### src/rtl/exec_controller.sv
// Run/step/halt sequencer for the miniRISC datapath: FETCH/EXEC cycle split, breakpoint,
// halt instruction and saturating debug counters.
module exec_controller #(
    parameter logic [5:0]  HALT_OPCODE = 6'b111111,
    parameter logic [4:0]  HALT_FUNC   = 5'b11111,
    parameter int unsigned CNT_W       = 32
) (
    input  logic             clk_i,
    input  logic             rst_i,
    input  logic             run_i,
    input  logic             step_i,
    input  logic             stop_i,
    input  logic             bkpt_en_i,
    input  logic [31:0]      bkpt_addr_i,
    input  logic [31:0]      instr_addr_i,
    input  logic [5:0]       opcode_i,
    input  logic [4:0]       func_i,
    output logic             pc_en_o,
    output logic             wr_en_o,
    output logic             busy_o,
    output logic             halted_o,
    output logic [1:0]       halt_cause_o,
    output logic [CNT_W-1:0] cycle_count_o,
    output logic [CNT_W-1:0] instr_count_o
);

    typedef enum logic [1:0] {StIdle, StFetch, StExec, StHalted} state_e;

    localparam logic [1:0] CauseNone  = 2'b00;
    localparam logic [1:0] CauseStop  = 2'b01;
    localparam logic [1:0] CauseBkpt  = 2'b10;
    localparam logic [1:0] CauseHalt  = 2'b11;

    state_e           state_q;
    logic             run_mode_q;
    logic             stop_pend_q;
    logic             skip_bkpt_q;
    logic [1:0]       halt_cause_q;
    logic [CNT_W-1:0] cycle_q, cycle_d;
    logic [CNT_W-1:0] instr_q, instr_d;
    logic             is_halt;
    logic             bkpt_hit;

    always_comb begin
        is_halt  = (opcode_i == HALT_OPCODE) && (func_i == HALT_FUNC);
        bkpt_hit = bkpt_en_i && (instr_addr_i == bkpt_addr_i) && !skip_bkpt_q;
        cycle_d  = (cycle_q == {CNT_W{1'b1}}) ? cycle_q : cycle_q + 1'b1;
        instr_d  = (instr_q == {CNT_W{1'b1}}) ? instr_q : instr_q + 1'b1;
    end

    // Gated by reset so an instruction interrupted by rst never loads the PC.
    assign pc_en_o       = (state_q == StExec) && !is_halt && !rst_i;
    assign wr_en_o       = pc_en_o;
    assign busy_o        = (state_q == StFetch) || (state_q == StExec);
    assign halted_o      = (state_q == StHalted);
    assign halt_cause_o  = halt_cause_q;
    assign cycle_count_o = cycle_q;
    assign instr_count_o = instr_q;

    always_ff @(posedge clk_i) begin
        if (rst_i) begin
            state_q      <= StIdle;
            run_mode_q   <= 1'b0;
            stop_pend_q  <= 1'b0;
            skip_bkpt_q  <= 1'b0;
            halt_cause_q <= CauseNone;
            cycle_q      <= '0;
            instr_q      <= '0;
        end else begin
            case (state_q)
                StIdle: begin
                    if (run_i || step_i) begin
                        state_q    <= StFetch;
                        run_mode_q <= run_i;
                    end
                end
                StFetch: begin
                    cycle_q     <= cycle_d;
                    skip_bkpt_q <= 1'b0;
                    if (bkpt_hit) begin
                        state_q      <= StHalted;
                        halt_cause_q <= CauseBkpt;
                        stop_pend_q  <= 1'b0;
                    end else begin
                        state_q     <= StExec;
                        stop_pend_q <= stop_pend_q | stop_i;
                    end
                end
                StExec: begin
                    cycle_q <= cycle_d;
                    if (is_halt) begin
                        state_q      <= StHalted;
                        halt_cause_q <= CauseHalt;
                        stop_pend_q  <= 1'b0;
                    end else begin
                        instr_q <= instr_d;
                        if (run_mode_q && !stop_pend_q && !stop_i) begin
                            state_q <= StFetch;
                        end else begin
                            state_q      <= StHalted;
                            halt_cause_q <= CauseStop;
                            stop_pend_q  <= 1'b0;
                        end
                    end
                end
                StHalted: begin
                    // Halt-instruction stops are sticky; the others resume past the breakpoint.
                    if (halt_cause_q != CauseHalt && (run_i || step_i)) begin
                        state_q      <= StFetch;
                        run_mode_q   <= run_i;
                        skip_bkpt_q  <= 1'b1;
                        halt_cause_q <= CauseNone;
                    end
                end
                default: state_q <= StIdle;
            endcase
        end
    end

endmodule

### config.mk
export PLATFORM = sky130hd
export DESIGN_NAME = exec_controller
export DESIGN_NICKNAME = d
export VERILOG_FILES = /design/src/rtl/exec_controller.sv
export SDC_FILE = /design/constraint.sdc
export NUM_CORES = 1
export LEC_CHECK = 0
export BUFFER_PORTS_ARGS = -buffer_cell sky130_fd_sc_hd__buf_2
export CORE_ASPECT_RATIO = 1.5
export CORE_UTILIZATION = 35
export CTS_CLUSTER_DIAMETER = 150
export DETAILED_ROUTE_END_ITERATION = 10
export MAX_ROUTING_LAYER = met4
export PLACE_DENSITY = 0.63
export REMOVE_ABC_BUFFERS = 1
export SYNTH_ARGS = -nofsm -noshare
export SYNTH_HDL_FRONTEND = slang
export SYNTH_SLANG_ARGS = --single-unit
export TNS_END_PERCENT = 10
### constraint.sdc
create_clock -name clk_i -period 4.5 [get_ports clk_i]
set_clock_uncertainty 0.15 [all_clocks]
set_input_delay 0.9 -clock clk_i [delete_from_list [all_inputs] [get_ports clk_i]]
set_output_delay 0.9 -clock clk_i [all_outputs]
set_load 0.01 [all_outputs]
==> out/results.ini <==
[routing]
wire_per_inst_microns = 14.07
drt_iter0_drc = 130
drc = 0
wirelength_microns = 10800
vias_per_cell = 5.130
firstDrtPassIters = 6
via_count = 3940
drtAntennaViolNets = 0

[floorplanning]
ioPinCount = 151
fp.dieW_microns = 88.41
num_rows = 47
die_y_microns = 131.6
initial_core_util_pct = 35.65
die-area_sq_um = 11640
core-area_sq_um = 11000

[cells_and_area]
areaGrowthSynthToFinish_pct = 29.84
nets = 704
n_fill_cell = 1093
drive_above_1_share_pct = 29.15
diodes = 0
design_area_sq_um = 5090
finalNonFillerCells = 768

[power_and_ir_drop]
p_comb_share_pct = 12.2
leakage_nw = 2.142
internal-power_w = 0.001182
ir_drop_mv = 0.1910
clockPowerShare_pct = 46.0
netSwitchingFraction_pct = 24.77
cellPowerDensity_nw_per_um2 = 308.8
pwr-share-seq_pct = 41.8
power.switching_w = 0.0003893

[timing]
setup_violations = 0
fin_crit_sh_pct = 63.75
final.min_clock_period_ps = 2869
tightest_slew_ps = 976.9
rsz0062_at_grt = no
setup-tns-final_ps = 0
slew_viol_final = 0
max_freq_mhz = 348.6
hold_violations = 0
relSlewSlack_pct = 34.57

[clocking]
cts_inserted_buffers = 9
cts_hold_buffers = 0
clock_latency_ps = 330
tritoncts = built
post_cts_resized = 0
clock-sinks = 71
root_buffer = clkbuf_16
clockBufferDepth = 2
htree_levels = 3
clk_pin_slew_ps = 60
post_cts_buffers = 0

[placed_design]
gp_congestion = 0.8772
dp.cells = 753
io_buffers = 150
dpl.hpwl_microns = 8104
post_dp_cell_area_sq_um = 4791

[logic_synthesis]
netlist_top_cells_count = 71 x dfxtp_1, 64 x nor2_1, 57 x xor2_1
seq_area_frac_synth_pct = 36.26
synth-main-ff-cell = dfxtp_1
synthCells = 469
synth-edff-count = 0
yosysTopAreaCellShare_pct = 36.26
ys_warn_count = 0
ys_seq_elements = 71
synth_cell_types = 48
synthArstFlopShare_pct = 0
syn_avg_cell_area_sq_um = 8.358
synth.most_common_cell = dfxtp_1
synth_area_leader_cell = dfxtp_1
synth_area_sq_um = 3920
synthTopCellsByArea = dfxtp_1 36%, xor2_1 13%, nor2_1 6.1%, xnor2_1 6.0%, nand4_1 4.6%

[worst_hold_path]
min_path_type = flop to flop

[global_route]
grt_use_total_pct = 19.44
antenna_found_initial = 0
grt_pass1_wl_microns = 17510
grt_pass1_vias = 3842
grt.overflow.total = 0
grt_max_degree = 75

[outcome]
status = finished clean

[worst_setup_path]
critPathSlowestCell = o31ai_1
crit_path_start_kind = input port
critical_path_arrival_ps = 1820
path_common_cell = buf_2
crit_chain = buf_2 -> nand4_1 -> o31ai_1 -> buf_4 -> nor2_1 -> buf_2
path_buf_inv = 3
crit_type = input port to output port
crit_required_ps = 3450
worstPathMaxFanout = 13
path_delay_family = buffers and inverters
max_stage_delay_ps = 270
endpoint_kind = output port

[run]
drv_cap = 0

-- path summary, 6_finish.rpt --
kind                             startpoint                end  slack [ps]  cells past startpoint
worst max-delay path              func_i[4]            wr_en_o        1630                      6
worst min register to register  skip_bkpt_q        skip_bkpt_q         340                      2
worst max register to register   state_q[0]  cycle_count_o[13]        1670                      8
worst min-delay path            skip_bkpt_q        skip_bkpt_q         340                      2
-- area by class of cell --
| cell class | count | area (sq um) | share of cell area (%) |
|---|---|---|---|
| multi-input combinational | 373 | 2382 | 46.80 |
| tap | 147 | 183.9 | 3.614 |
| sequential | 71 | 1421 | 27.93 |
| timing repair buffer | 152 | 765.7 | 15.04 |
| clock inverter | 3 | 42.54 | 0.8358 |
| inverter | 10 | 37.54 | 0.7375 |
| clock buffer | 12 | 256.5 | 5.039 |
-- cells by family (layout without fill, tap and decap cells) --
kind of cell	count (synthesis)	count (layout)	share of synthesized area, %
AND/OR/NAND/NOR	234	234	31.89
buffers and inverters	25	177	2.968
adder cells (fa/ha/maj)	6	6	1.915
flip-flops	71	71	36.26
AO/OA/AOI/OAI	47	47	7.693
multiplexers	2	2	0.5107
XOR/XNOR	84	84	18.77
-- cells in the final DEF (no fill, tap or decap), drive strengths merged, types with 2 or more instances in the layout --
| cell | synthesis | final |
|---|---|---|
| a211oi | 2 | 2 |
| dfxtp | 71 | 71 |
| nor3 | 22 | 22 |
| a21oi | 15 | 15 |
| ha | 6 | 6 |
| o31ai | 2 | 2 |
| nand4 | 29 | 29 |
| nor4 | 12 | 12 |
| inv | 10 | 10 |
| mux2i | 2 | 2 |
| nor2 | 64 | 64 |
| nand3 | 25 | 25 |
| and4 | 8 | 8 |
| nor2b | 2 | 2 |
| clkbuf | 12 | 12 |
| or3 | 11 | 11 |
| nor3b | 3 | 3 |
| xor2 | 57 | 57 |
| buf | 3 | 152 |
| nand2 | 30 | 30 |
| a31oi | 3 | 3 |
| and3 | 16 | 16 |
| and2 | 6 | 6 |
| o21ai | 14 | 14 |
| xnor2 | 27 | 27 |
| o31a | 3 | 3 |
-- through the flow --
stage	hold WS (ps)	total power (W)	worst slack, ps	util (%)
after CTS	349.6	0.001588	1625	46.29
final	339.6	0.001572	1631	46.29
after floorplan	287.8	0.0007697	1294	-
after detailed placement	337.6	0.0008623	1572	43.57
after global routing	379.2	0.001631	1511	46.29
after global placement	318.6	0.0008547	1610	43.57
-- power by group through the flow --
stage / logic [W] / registers, W / clock network, W
2_1_floorplan: 0.0000973 / 0.000672 / 0
3_3_place_gp: 0.000185 / 0.000669 / 0
3_5_place_dp: 0.000192 / 0.000671 / 0
4_1_cts: 0.000192 / 0.000658 / 0.000738
5_1_grt: 0.000213 / 0.000660 / 0.000759
6_report: 0.000191 / 0.000658 / 0.000723
-- tightest hold or removal path: cells and delay by family (launching register included) --
kind	cells	cell delay (ps)
flops	1	310
compound gates	2	130
-- routing by layer --
metal / global-route usage, % / part of all wire (%) / vias to the layer above
li1: - / - / 1958
met1: 22.14 / 41 / 1824
met2: 32.91 / 52 / 139
met3: 2.701 / 5.3 / 19
met4: 8.961 / 2.3 / 0
met5: - / 0 / -
-- registers in the layout, indices dropped and copies added (netlist names) --
name,cells
run_mode_q,1
stop_pend_q,1
state_q,2
skip_bkpt_q,1
cycle_count_o,32
instr_count_o,32
halt_cause_o,2
Power figures use the tool's default switching activity.
